`src/rtl/bus_capture_fifo_pkg.sv`:
```
// bus_capture_fifo_pkg: shared bus width and capture FIFO depth defaults
package bus_capture_fifo_pkg;
  localparam int BUS_WIDTH = 8;
  localparam int CAPFIFO_DEPTH = 4;
endpackage

```
`src/rtl/bus_capture_fifo_mem.sv`:
```
// bus_capture_fifo_mem: DEPTH x WIDTH register array, one write port, async read
module bus_capture_fifo_mem #(
  parameter int WIDTH = 8,
  parameter int DEPTH = 4,
  parameter int AW = 2
) (
  input  logic             clk,
  input  logic             we,
  input  logic [AW-1:0]    waddr,
  input  logic [WIDTH-1:0] wdata,
  input  logic [AW-1:0]    raddr,
  output logic [WIDTH-1:0] rdata
);
  logic [WIDTH-1:0] mem [DEPTH];
  // storage is deliberately unreset; VALID qualifies every read
  always_ff @(posedge clk)
    if (we) mem[waddr] <= wdata;
  assign rdata = mem[raddr];
endmodule

```
`src/rtl/bus_capture_fifo.sv`:
```
// bus_capture_fifo: captures one byte per tri-state bus enable window into a FIFO
module bus_capture_fifo
  import bus_capture_fifo_pkg::*;
#(
  parameter int WIDTH = BUS_WIDTH,
  parameter int DEPTH = CAPFIFO_DEPTH,
  parameter int AW = $clog2(DEPTH)
) (
  input  logic             clk,
  input  logic             rst,
  input  logic [WIDTH-1:0] bus,
  input  logic             oenb_n,
  input  logic             cap_en,
  input  logic             pop,
  output logic [WIDTH-1:0] dout,
  output logic             valid,
  output logic             full,
  output logic [AW:0]      count,
  output logic             ovf,
  input  logic             clr_ovf
);
  logic          oe_q;
  logic [AW-1:0] wr_ptr, rd_ptr;
  logic          push, pop_en, wr_en, drop;
  // push only on the first edge of a low window; a full FIFO accepts it only alongside a pop
  always_comb begin
    push   = cap_en & ~oenb_n & oe_q;
    pop_en = pop & valid;
    wr_en  = push & (~full | pop_en);
    drop   = push & full & ~pop_en;
  end
  assign valid = count != '0;
  assign full  = count == (AW+1)'(DEPTH);
  // window tracking, pointers, occupancy and sticky overflow
  always_ff @(posedge clk or posedge rst)
    if (rst) begin
      oe_q   <= 1'b1;
      wr_ptr <= '0;
      rd_ptr <= '0;
      count  <= '0;
      ovf    <= 1'b0;
    end else begin
      oe_q <= oenb_n;
      if (wr_en) wr_ptr <= wr_ptr + AW'(1);
      if (pop_en) rd_ptr <= rd_ptr + AW'(1);
      count <= count + (AW+1)'(wr_en) - (AW+1)'(pop_en);
      ovf   <= drop | (ovf & ~clr_ovf);
    end
  bus_capture_fifo_mem #(.WIDTH(WIDTH), .DEPTH(DEPTH), .AW(AW)) u_mem (
    .clk  (clk),
    .we   (wr_en),
    .waddr(wr_ptr),
    .wdata(bus),
    .raddr(rd_ptr),
    .rdata(dout)
  );
endmodule

```
`config.mk`:
```
export PLATFORM = sky130hd
export DESIGN_NAME = bus_capture_fifo
export DESIGN_NICKNAME = d
export VERILOG_FILES = /design/src/rtl/bus_capture_fifo_pkg.sv /design/src/rtl/bus_capture_fifo_mem.sv /design/src/rtl/bus_capture_fifo.sv
export SDC_FILE = /design/constraint.sdc
export NUM_CORES = 1
export LEC_CHECK = 0
export ABC_AREA = 1
export BUFFER_PORTS_ARGS = -buffer_cell sky130_fd_sc_hd__buf_4
export CORE_MARGIN = 3
export CORE_UTILIZATION = 55
export CTS_CLUSTER_SIZE = 8
export DETAILED_ROUTE_END_ITERATION = 8
export PLACE_DENSITY = 0.77
export SYNTH_ARGS = -nofsm -noshare
export SYNTH_HDL_FRONTEND = slang
export SYNTH_SLANG_ARGS = --single-unit
```
`constraint.sdc`:
```
create_clock -name clk -period 2.2 [get_ports clk]
set_clock_uncertainty 0.1 [all_clocks]
set_input_delay 0.33 -clock clk [delete_from_list [all_inputs] [get_ports clk]]
set_output_delay 0.33 -clock clk [all_outputs]
set_load 0.005 [all_outputs]
```
== Word level (Yosys, flattened, before mapping) ==
Memories as Yosys holds them, arrays and structs flattened.
Index checks and enable logic that the tools add are counted.

* Bits in registers: 9
* Memory bits (writable): 32
* Input port bits: 14
* Output and inout bits: 14
* Word-level logic and storage cells: 27
* Memories kept: 1

* $add $sub $neg: 4
* Eq/ne operators: 1
* Mux-type cells: 2
* Bitwise logic cells: 13
* Reductions and logical operators: 1

{| class="wikitable"
|+ Memory list
! name !! words !! bits a word !! rd ports !! clocked after memory_dff !! wr ports !! RTL line !! text
|-
| u_mem.mem || 4 || 8 || 1 || 0 || 1 || bus_capture_fifo_mem.sv:14 || <nowiki>logic [WIDTH-1:0] mem [DEPTH];</nowiki>
|}

{| class="wikitable"
|+ Operators by type and width
! cell !! count
|-
| $and 1x1->1 || 7
|-
| $add 2x1->2 const B || 2
|-
| $not 1->1 || 4
|-
| $add 3x1->3 || 1
|-
| $eq 3x3->1 const B || 1
|-
| $reduce_bool 3->1 || 1
|-
| $sub 3x1->3 || 1
|-
| $mux 1 || 2
|-
| $or 1x1->1 || 2
|}

== Depth between registers and ports, before layout ==
Gate-level depths: netlist of run 1.

* Word-level depth: 6
* Depth in mapped cells: 9
* Depth with buffers taken out: 9

== By module ==
From an unflattened synthesis of run 1, not the netlist that was laid out.

* Cell total of the unflattened synthesis: 188
* Area total of the unflattened synthesis: 1861.8 µm²

{| class="wikitable"
|+ By module, submodules not included
! module !! instances !! cells an instance !! area each (µm²) !! sequential area each (µm²)
|-
| bus_capture_fifo_mem || 1 || 133 || 1387.6 || 960.9
|-
| bus_capture_fifo || 1 || 55 || 474.2 || 226.5
|}

== Worst setup path after synthesis of run 1 ==
No wires, ideal clock.

* Path type: reg2reg
* Start: register count[1]
* End: register count[2]
* Library setup time: 0.122 ns
* Arrival: 1.577 ns
* Data required time: 1.978 ns
* Slack: 0.401 ns
* Cell stages (with the launch flop): 10
* Path through: dfrtp_1 -> nor2_4 -> nand2_2 -> nand2_2 -> nand3_1 -> nand2_1 -> ha_1 -> inv_1 -> fa_1 -> xor2_1

* Word-level cells in the longest chain between the ends: 6
* Elaborated cells on any way between the ends: 8

{| class="wikitable"
|+ RTL lines
! element !! RTL line !! text
|-
| start: declaration || bus_capture_fifo.sv:18 || <nowiki>output logic [AW:0] count,</nowiki>
|-
| start signal: assignment || bus_capture_fifo.sv:46 || <nowiki>count <= count + (AW+1)'(wr_en) - (AW+1)'(pop_en);</nowiki>
|-
| $reduce_bool 3->1 (*) || bus_capture_fifo.sv:32 || <nowiki>assign valid = count != '0;</nowiki>
|-
| net valid || bus_capture_fifo.sv:16 || <nowiki>output logic valid,</nowiki>
|-
| $and 1x1->1 (*) || bus_capture_fifo.sv:28 || <nowiki>pop_en = pop & valid;</nowiki>
|-
| $or 1x1->1 || bus_capture_fifo.sv:29 || <nowiki>wr_en = push & (~full | pop_en);</nowiki>
|-
| $and 1x1->1 || bus_capture_fifo.sv:29 ||
|-
| $add 3x1->3 || bus_capture_fifo.sv:46 ||
|-
| $sub 3x1->3 (*) || bus_capture_fifo.sv:46 ||
|}

The timed path passes the listed nets; every way through them passes the cells marked *.
A chain may end at the register's enable or synchronous reset.

== Final worst setup path of run 1 ==
* Start: input oenb_n
* End: register count[2]

* Word-level cells in the longest chain between the ends: 6

{| class="wikitable"
|+ RTL lines
! element !! RTL line !! text
|-
| start: declaration || bus_capture_fifo.sv:12 || <nowiki>input logic oenb_n,</nowiki>
|-
| $not 1->1 || bus_capture_fifo.sv:27 || <nowiki>push = cap_en & ~oenb_n & oe_q;</nowiki>
|-
| $and 1x1->1 (2 in series) || bus_capture_fifo.sv:27 ||
|-
| $and 1x1->1 || bus_capture_fifo.sv:29 ||
|-
| $add 3x1->3 || bus_capture_fifo.sv:46 ||
|-
| $sub 3x1->3 || bus_capture_fifo.sv:46 ||
|}

Every way passes these cells.

==> out/qor.yml, run 1 <==
run_status:
  status: "complete, no violations"
logic_synthesis:
  syn-cell-area_sq_mm: 0.00184
  synth_cells: 157
  ys_seq_elements: 41
  synthTopCellsByArea: "edfxtp_1, dfrtp_1, inv_1"
  synth_edf_count: 32
  ys_seq_area_share_pct: 64.4
  async_reset_ff_share_pct: 22.0
  synth_top_area_share_pct: 52.1
  synth_top_area_cell: "edfxtp_1"
  yosysWarnings: 0
  synth-main-ff-cell: "edfxtp_1"
  syn_nets: 177
  synth_most_common_cell: "edfxtp_1"
  synth_commonest_cells: "edfxtp_1, inv_1, nand2_1, dfrtp_1, o211ai_1"
  avgSynthCellArea_sq_um: 11.7
  synth_cell_types: 25
clocking:
  cts_made_buffers: 5
  clock_latency_ns: 0.34
  root_buffer: "clkbuf_4"
  htree_levels: 2
  path_clk_slew_ns: 0.11
  cts_tree: "built"
  cts_resized: 0
  cts_max_path_buffers: 2
  cts_sinks: 41
die:
  initial_core_util_pct: 59.0
  num_io_pins: 28
  dieHeight_um: 63.9
  die_area_sq_mm: 0.00408
  row_count: 20
  chipWidth_um: 63.9
  coreArea_sq_mm: 0.00313
sta:
  setup_slack_ns: 0.122
  period_needed_ns: 2.08
  period_share_pct: 94.4
  worst_pin_slew_ns: 0.355
  drv_slew: 0
  setup_tns_ns: 0
  hold_ws_ns: 0.0664
  setup_viol: 0
  rsz0062_at_grt: "no"
  max-slew-margin-rel_pct: 76.3
  final_hold_viol_count: 0
  max_freq_ghz: 0.481
grt:
  grt_max_degree: 21
  grt_pass1_wl_mm: 5.24
  grtUsageTotal_pct: 17.1
  grt_antenna_before_repair: 0
  grt_overflow: 0
  grt_pass1_vias: 1167
setup_path:
  crit_arrival_ns: 2.21
  reg2reg_to: "count[2]"
  crit_path_start_kind: "primary input"
  cp_max_fo: 4
  reg2reg_from: "oe_q"
  critical_path_class: "primary input to flip-flop"
  ff2ff_setup_slack_ns: 0.22
  reg2reg_depth: 8
  end_kind: "flip-flop"
  critical_path_required_ns: 2.33
detailed_routing:
  post_drt_via_cell_ratio: 4.89
  ant_nets: 0
  drt_pass1_iterations: 4
  drc: 0
  routed_wl_mm: 3.08
  wl_per_cell_um: 12.9
  num_vias: 1169
  first_iter_violations: 27
flow_run:
  max_cap_violations: 0
layout:
  area_growth_pct: 18.7
  drive_gt1_share_pct: 26.7
  final_cell_count_no_fill: 239
  fill_cells: 234
  diodes: 0
  fin_nets: 214
hold_path:
  min-delay-start: "clr_ovf"
  holdPathStages: 2
  min_to: "ovf"
  hp-class: "primary input to flip-flop"
placement:
  port_buffers: 27
  gp_congestion: 0.789
  post-place-cells: 229
  pre_cts_slack_ns: 0.243
  dp_hpwl_mm: 2.22
power:
  p_total_mw: 2.40
  leakage_nw: 0.960
  power.density_mw_per_mm2: 1100
  ir_drop_mv: 0.567
## power by group
part	internal (mW)	switching, mW	leakage, nW
Sequential	0.934	0.105	0.397
Clock	0.235	0.236	0.0389
Combinational	0.437	0.457	0.523
Total	1.61	0.797	0.960
## layout by cell type (no fill, tap or decap), drive strengths merged
cell,instances
clkinvlp,1
dlygate4sd3,2
nand3,5
o21ai,9
o211ai,8
o22ai,1
fa,1
clkbuf,5
nor2,6
dfrtp,8
xor2,1
nand3b,2
edfxtp,32
ha,5
bufinv,1
dfstp,1
inv,31
nand2,32
buf,34
a21oi,8
xnor2,1
clkinv,1
## cells by family after synthesis
| family | Yosys count | synth area share (%) |
|---|---|---|
| AOI/OAI and AO/OA | 26 | 9.02 |
| xor gates and xnor gates | 2 | 0.950 |
| adders and majority gates | 6 | 4.48 |
| buffers and inverters | 37 | 9.77 |
| DFF | 41 | 64.4 |
| and+or+nand+nor | 45 | 11.4 |
## registers in the layout, indices dropped and copies added (netlist names)
| signal | count |
|---|---|
| ovf | 1 |
| rd_ptr | 2 |
| oe_q | 1 |
| count | 3 |
| wr_ptr | 2 |
| u_mem.mem | 32 |
## worst max-delay path by stage
stage               cells after the start        to  slack, ns     start
finish                                  9  count[2]       0.12    oenb_n
global route                            9  count[2]       0.05    oenb_n
CTS                                     9  count[2]       0.14    oenb_n
detailed placement                      8  count[2]       0.24      oe_q
global placement                        8  count[2]       0.35      oe_q
floorplan                               9  count[2]       0.40  count[1]
## layout make-up
type / instances / area [sq um] / share of cell area [%]
well taps: 44 / 55.1 / 2.51
repair buffers: 36 / 275 / 12.6
inverters: 31 / 116 / 5.31
flip-flops and latches: 41 / 1190 / 54.2
clock buffers: 5 / 37.5 / 1.71
clock inverters: 3 / 41.3 / 1.89
multi-input cells: 79 / 477 / 21.8
## repair_timing
action / 4_1_cts / 5_1_grt
hold buffers: 2 / 0
buffers inserted: 0 / 0
endpoints found under the hold margin: 9 / 0
## routing by layer
| layer | wire (um) | GRT usage, % |
|---|---|---|
| met1 | 1230 | 20.2 |
| met2 | 1640 | 30.1 |
| met3 | 174 | 4.57 |
| met4 | 42 | 5.66 |
| met5 | 0 | 0 |
## critical path: stages
cell and delay, ns:
dlygate4sd3_1 0.56, buf_4 0.15, nor2_2 0.25, nand3_1 0.11, nand2_1 0.07, ha_1 0.14, inv_1 0.05, fa_1 0.38
xor2_1 0.17
## metrics by stage
step / utilization [%] / instance area [sq um]
final: 70.0 / 2190
after CTS: 70.0 / 2190
after detailed placement: 66.8 / 2090
after global placement: 66.8 / 2090
after global routing: 70.0 / 2190
after floorplan: - / 1840
Power figures use the tool's default switching activity.
==> run 2: changes to the inputs <==
Settings changed: ABC_AREA 1 to default, CORE_UTILIZATION 55 to 54, RECOVER_POWER from default to 25.
==> run 2 against run 1 <==
- the run now ends with negative setup slack left
- register-to-register slack got worse by 0.28 ns
- first-iteration DRC count fell by 11%
- sequential share of layout area is 2.2 points higher
- synthesized cell count fell by 47%
- hold slack better by 0.011 ns
- maximum frequency down 7.9%
- utilization increased by 3.9 points
- combinational power grew 0.8%
- routed wire length decreased by 6.3%
- largest power group unchanged
- highest routed layer unchanged
==> out/qor.yml, run 2 <==
run_status:
  status: "finished, violations left"  # was complete, no violations
  violations: "negative setup slack"
clocking:
  cts_made_buffers: 5  # unchanged
  cts_max_path_buffers: 2  # unchanged
  root_buffer: "clkbuf_4"  # unchanged
  cts_tree: "built"  # unchanged
  htree_levels: 2  # unchanged
  path_clk_slew_ns: 0.11  # about the same
  clock_latency_ns: 0.33  # was 0.34 ns
  cts_sinks: 41  # unchanged
placement:
  placed_cell_area_sq_mm: 0.00195  # was 0.00209 sq mm
  post-place-cells: 146  # was 229
  port_buffers: 27  # unchanged
  gp_congestion: 0.732  # was 0.789
logic_synthesis:
  yosysWarnings: 0  # unchanged
  avgSynthCellArea_sq_um: 20.0  # was 11.7 sq um
  synth_cell_types: 22  # was 25
  ys_seq_elements: 41  # unchanged
  syn_nets: 103  # was 177
  synth_cells: 83  # was 157
  synth_most_common_cell: "edfxtp_1"  # unchanged
  synth_top_area_share_pct: 57.9  # was 52.1%
  synth_edf_count: 32  # unchanged
  syn-cell-area_sq_mm: 0.00166  # was 0.00184 sq mm
  async_reset_ff_share_pct: 22.0  # unchanged
  synth_top_area_cell: "edfxtp_1"  # unchanged
  synth-main-ff-cell: "edfxtp_1"  # unchanged
  synth_commonest_cells: "edfxtp_1, dfrtp_1, mux4_2, inv_1"  # was edfxtp_1, inv_1, nand2_1, dfrtp_1, o211ai_1
  ys_seq_area_share_pct: 71.5  # was 64.4%
  synthTopCellsByArea: "edfxtp_1, dfrtp_1, mux4_2"  # was edfxtp_1, dfrtp_1, inv_1
setup_path:
  crit_start: "count[0]"  # was oenb_n
  crit_path_start_kind: "flip-flop"  # was primary input
  end_kind: "flip-flop"  # unchanged
  crit_arrival_ns: 2.41  # was 2.21 ns
  ff2ff_setup_slack_ns: -0.06  # was 0.22 ns
  critical_path_required_ns: 2.35  # was 2.33 ns
  critical_path_class: "flip-flop to flip-flop"  # was primary input to flip-flop
  crit_end: "count[2]"  # unchanged
  cp_max_fo: 2  # was 4
  reg2reg_from: "count[0]"  # was oe_q
  reg2reg_to: "count[2]"  # unchanged
  reg2reg_depth: 8  # unchanged
layout:
  largestRegisters: "u_mem.mem x32, count x3"  # unchanged
  final_cell_mix: "edfxtp_1, buf_4, mux4_2, clkbuf_1, dfrtp_1"  # was buf_4, edfxtp_1, inv_1, nand2_1
  regMostFlops: "u_mem.mem"  # unchanged
  area_growth_pct: 26.9  # was 18.7%
  final_cell_count_no_fill: 160  # was 239
  drive_gt1_share_pct: 50.4  # was 26.7%
  largest_reg_flops: 32  # unchanged
  final_cell_area_sq_mm: 0.00211  # was 0.00219 sq mm
  final_common_cell: "edfxtp_1"  # was buf_4
  fin_nets: 148  # was 214
  multi_input_area_sq_um: 484  # was 477 sq um
  fill_cells: 186  # was 234
  diodes: 0  # unchanged
  regArea_sq_mm: 0.00119  # about the same
power:
  power.density_mw_per_mm2: 1160  # was 1100 mW/mm^2
  ir_drop_mv: 0.763  # was 0.567 mV
  leakage_nw: 0.825  # was 0.960 nW
die:
  die_area_sq_mm: 0.00378  # was 0.00408 sq mm
  initial_core_util_pct: 58.2  # was 59.0%
  chipWidth_um: 61.5  # was 63.9 um
  dieHeight_um: 61.5  # was 63.9 um
  num_io_pins: 28  # unchanged
  coreArea_sq_mm: 0.00285  # was 0.00313 sq mm
  row_count: 19  # was 20
sta:
  period_share_pct: 103  # was 94.4%
  setup_tns_ns: -0.0967  # was 0 ns
  worst_pin_slew_ns: 0.450  # was 0.355 ns
  rsz0062_at_grt: "yes"  # was no
  max-slew-margin-rel_pct: 70.0  # was 76.3%
  setup_slack_ns: -0.0559  # was 0.122 ns
  max_freq_ghz: 0.443  # was 0.481 GHz
  period_needed_ns: 2.26  # was 2.08 ns
  final_hold_viol_count: 0  # unchanged
  drv_slew: 0  # unchanged
  setup_viol: 2  # was 0
detailed_routing:
  drc: 0  # unchanged
  post_drt_via_cell_ratio: 5.41  # was 4.89
  num_vias: 865  # was 1169
  first_iter_violations: 24  # was 27
  drt_pass1_iterations: 4  # unchanged
  wl_per_cell_um: 18.1  # was 12.9 um
  ant_nets: 0  # unchanged
  routed_wl_mm: 2.89  # was 3.08 mm
flow_run:
  max_cap_violations: 0  # unchanged
grt:
  grt_overflow: 0  # unchanged
  grtUsageTotal_pct: 17.9  # was 17.1%
  grt_max_degree: 13  # was 21
  grt_antenna_before_repair: 0  # unchanged
  grt_pass1_vias: 942  # was 1167
  grt_pass1_wl_mm: 4.56  # was 5.24 mm
hold_path:
  hp-class: "primary input to flip-flop"  # unchanged
run 2: logic make-up (layout without fill, tap and decap cells):
kind of cell	Yosys count	count (layout)	share of synthesized area, %
AO/OA/AOI/OAI	2	2	0.980
XOR/XNOR	5	5	2.64
adder cells (fa/ha/maj)	6	6	4.97
buffers and inverters	8	54	1.88
flip-flops	41	41	71.5
multiplexers	10	10	12.4
AND/OR/NAND/NOR	11	11	5.58
run 2: worst max-delay path, cell delays in order (launching register included):
cell	delay (ns)
dfrtp_1	0.42
or4b_4	0.55
nor2b_4	0.15
mux2_4	0.28
ha_4	0.16
inv_2	0.05
fa_2	0.21
xnor2_2	0.12
xnor2_1	0.14
run 2: report_power, final:
part	leakage [nW]	internal, mW	switching, mW	total [mW]
sequential	0.393	0.947	0.104	1.05
combinational	0.386	0.553	0.348	0.901
clock	0.0455	0.271	0.219	0.490
total	0.825	1.77	0.671	2.44
run 2: worst min-delay path by stage:
| stage | startpoint | end | slack (ns) | cells past startpoint |
|---|---|---|---|---|
| global placement | rst | ovf | 0.22 | 2 |
| CTS | clr_ovf | ovf | 0.06 | 2 |
| finish | clr_ovf | ovf | 0.08 | 2 |
| floorplan | rst | count[0] | 0.06 | 1 |
| global route | clr_ovf | ovf | 0.06 | 2 |
| detailed placement | rst | ovf | 0.21 | 2 |
run 2: area by class of cell:
class                   count  area share [%]
flip-flops and latches     41            56.5
multi-input cells          34            23.0
repair buffers             40            13.6
clock buffers               7            2.61
well taps                  31            1.84
clock inverters             1            1.43
inverters                   6            1.07
run 2: metrics by stage:
step / hold WS (ns) / setup WS (ns) / total power [mW] / utilization (%)
6_report: 0.0776 / -0.0559 / 2.44 / 73.9
3_3_place_gp: 0.216 / -0.0189 / 1.82 / 68.2
2_1_floorplan: 0.0571 / 0.0203 / 1.48 / -
5_1_grt: 0.0556 / -0.114 / 2.58 / 73.9
4_1_cts: 0.0578 / -0.0294 / 2.43 / 73.7
3_5_place_dp: 0.214 / -0.109 / 1.86 / 68.2
run 2: layer usage:
metal	part of all wire [%]	vias to the layer above	track usage [%]
met2	57	22	31.7
met4	2.0	0	9.39
li1	-	402	-
met5	0	-	0
met1	38	436	19.7
met3	3.6	5	4.61
run 2: repair_timing:
item / in CTS / in global routing
setup buffers: 3 / 1
hold buffers: 2 / 0
gates resized for setup: 7 / 8
endpoints found under the hold margin: 9 / 0
pin swaps: 3 / 4
setup endpoints to repair: 2 / 2
==> run 3: changes to the inputs <==
Settings changed: CORE_UTILIZATION 54 to 40, CTS_BUF_LIST from default to sky130_fd_sc_hd__clkbuf_8, PLACE_DENSITY 0.77 to default.
Clock period 2.2 ns to 2.8 ns, I/O delays scaled along.
==> run 3 against run 2 <==
- critical endpoint is now count[1]
- the flow now finishes without violations
- critical path type unchanged
- global-route usage decreased by 5.9 points
- hold slack got worse by 0.077 ns
- register-to-register slack improved by 0.50 ns
- final area decreased by 6.1%
- critical path depth decreased by 1
- highest routed layer unchanged
==> out/qor.yml, run 3 (synthesized netlist as in run 2, its figures left out) <==
setup_path:
  critical_path_class: "flip-flop to flip-flop"  # unchanged
  critical_path_required_ns: 2.93  # was 2.35 ns
  cp_slowest_cell: "or4b_1"  # was or4b_4
  end_kind: "flip-flop"  # unchanged
  reg2reg_depth: 7  # was 8
  reg2reg_from: "count[1]"  # was count[0]
  path_cells: "or4b_1, nor2b_4, mux2_2, ha_1, inv_1, fa_1, inv_1"  # was or4b_4, nor2b_4, mux2_4, ha_4, inv_2, fa_2, xnor2_2, xnor2_1
  crit_arrival_ns: 2.48  # was 2.41 ns
  crit_path_max_incr_delay_ns: 0.58  # was 0.55 ns
  crit_start: "count[1]"  # was count[0]
  reg2reg_to: "count[1]"  # was count[2]
  crit_path_start_kind: "flip-flop"  # unchanged
  cp_max_fo: 7  # was 2
  worst_path_most_repeated_cell: "inv_1"
  ff2ff_setup_slack_ns: 0.44  # was -0.06 ns
placement:
  dp_hpwl_mm: 1.86
  port_buffers: 27  # unchanged
  placed_cell_area_sq_mm: 0.00191  # was 0.00195 sq mm
  gp_congestion: 0.682  # was 0.732
  pre_cts_slack_ns: 0.427  # was -0.109 ns
power:
  ir_drop_mv: 0.441  # was 0.763 mV
  p_total_mw: 1.72  # was 2.44 mW
  leakage_nw: 0.745  # was 0.825 nW
  power.density_mw_per_mm2: 872  # was 1160 mW/mm^2
clocking:
  root_buffer: "clkbuf_8"  # was clkbuf_4
  htree_levels: 2  # unchanged
  cts_hold_buf: 0  # was 2
  cts_max_path_buffers: 2  # unchanged
  cts_setup_buffers: 0  # was 3
  path_clk_slew_ns: 0.08  # was 0.11 ns
  cts_sinks: 41  # unchanged
  clock_latency_ns: 0.28  # was 0.33 ns
  cts_resized: 0  # was 7
  cts_tree: "built"  # unchanged
  cts_made_buffers: 5  # unchanged
layout:
  largestRegisters: "u_mem.mem x32, count x3"  # unchanged
  fin_nets: 135  # was 148
  final_cell_mix: "edfxtp_1, buf_4, mux4_2, dfrtp_1"  # was edfxtp_1, buf_4, mux4_2, clkbuf_1, dfrtp_1
  final_cell_area_sq_mm: 0.00198  # was 0.00211 sq mm
  largest_reg_flops: 32  # unchanged
  area_growth_pct: 19.1  # was 26.9%
  regMostFlops: "u_mem.mem"  # unchanged
  drive_gt1_share_pct: 36.2  # was 50.4%
  diodes: 0  # unchanged
  final_core_util_pct: 51.7  # was 73.9%
  final_common_cell: "edfxtp_1"  # unchanged
  fill_cells: 313  # was 186
sta:
  drv_slew: 0  # unchanged
  setup_slack_ns: 0.442  # was -0.0559 ns
  setup_viol: 0  # was 2
  setup_tns_ns: 0  # was -0.0967 ns
  rsz0062_at_grt: "no"  # was yes
  period_share_pct: 84.2  # was 103%
  worst_pin_slew_ns: 0.619  # was 0.450 ns
  max_freq_ghz: 0.424  # was 0.443 GHz
  max-slew-margin-rel_pct: 58.8  # was 70.0%
  period_needed_ns: 2.36  # was 2.26 ns
  final_hold_viol_count: 0  # unchanged
detailed_routing:
  drc: 0  # unchanged
  post_drt_via_cell_ratio: 4.72  # was 5.41
  num_vias: 774  # was 865
  wl_per_cell_um: 15.9  # was 18.1 um
  routed_wl_mm: 2.61  # was 2.89 mm
  first_iter_violations: 70  # was 24
  ant_nets: 0  # unchanged
  drt_pass1_iterations: 5  # was 4
grt:
  grt_pass1_vias: 859  # was 942
  grt_overflow: 0  # unchanged
  grt_antenna_before_repair: 0  # unchanged
  grt_max_degree: 14  # was 13
  grtUsageTotal_pct: 12.0  # was 17.9%
  grt_pass1_wl_mm: 4.31  # was 4.56 mm
die:
  coreArea_sq_mm: 0.00383  # was 0.00285 sq mm
  die_area_sq_mm: 0.00496  # was 0.00378 sq mm
  chipWidth_um: 70.4  # was 61.5 um
  row_count: 22  # was 19
  dieHeight_um: 70.4  # was 61.5 um
  num_io_pins: 28  # unchanged
  initial_core_util_pct: 43.4  # was 58.2%
run_status:
  status: "complete, no violations"  # was finished, violations left
hold_path:
  hp-class: "primary input to async pin"  # was primary input to flip-flop
flow_run:
  max_cap_violations: 0  # unchanged
-- run 3: changes by cell type in the layout (fill, tap and decap cells not counted), moves of 2 or more --
cell | before | now
dfrtp_2 | 2 | 0
clkbuf_8 | 1 | 5
inv_1 | 4 | 6
clkbuf_4 | 5 | 1
dlygate4sd3_1 | 2 | 0
dfrtp_1 | 6 | 8
inv_2 | 2 | 0
and2_1 | 1 | 5
and2_2 | 4 | 0
buf_4 | 31 | 20
-- run 3: critical path, delay by kind of cell (launching register included) --
family,cells,cell delay [ns]
adders and majority gates,2,0.59
buffers and inverters,2,0.13
DFF,1,0.47
muxes,1,0.26
and+or+nand+nor,2,0.76
-- run 3: report_power, final --
| part | leakage (nW) | switching (mW) | internal [mW] |
|---|---|---|---|
| sequential | 0.395 | 0.132 | 0.741 |
| combinational | 0.304 | 0.166 | 0.325 |
| clock | 0.0455 | 0.188 | 0.172 |
| total | 0.745 | 0.487 | 1.24 |
-- run 3: cell type report --
cell class / instances / area (sq um) / share of cell area [%]
flip-flops and latches: 41 / 1190 / 60.0
multi-input cells: 34 / 442 / 22.3
repair buffers: 27 / 180 / 9.11
clock buffers: 5 / 68.8 / 3.48
well taps: 48 / 60.1 / 3.04
inverters: 6 / 22.5 / 1.14
clock inverters: 3 / 17.5 / 0.886
-- run 3: layer usage --
layer	vias up	track usage, %	wire, um
met3	5	3.74	94
met2	13	20.8	1480
met5	-	0	0
met4	0	5.74	46
li1	376	-	-
met1	380	13.2	984
-- run 3: how the worst max path moves through the flow --
stage	end	cells past startpoint	slack, ns
2_1_floorplan	count[1]	7	0.56
4_1_cts	count[2]	8	0.42
5_1_grt	count[2]	8	0.33
3_5_place_dp	count[2]	9	0.43
3_3_place_gp	count[1]	8	0.50
6_report	count[1]	7	0.44
-- run 3: stage by stage --
step	hold slack [ns]	instances
after floorplan	0.147	83
after global placement	0.305	156
after detailed placement	0.321	156
after CTS	0.0120	164
after global routing	0.0193	164
final	0.000234	164
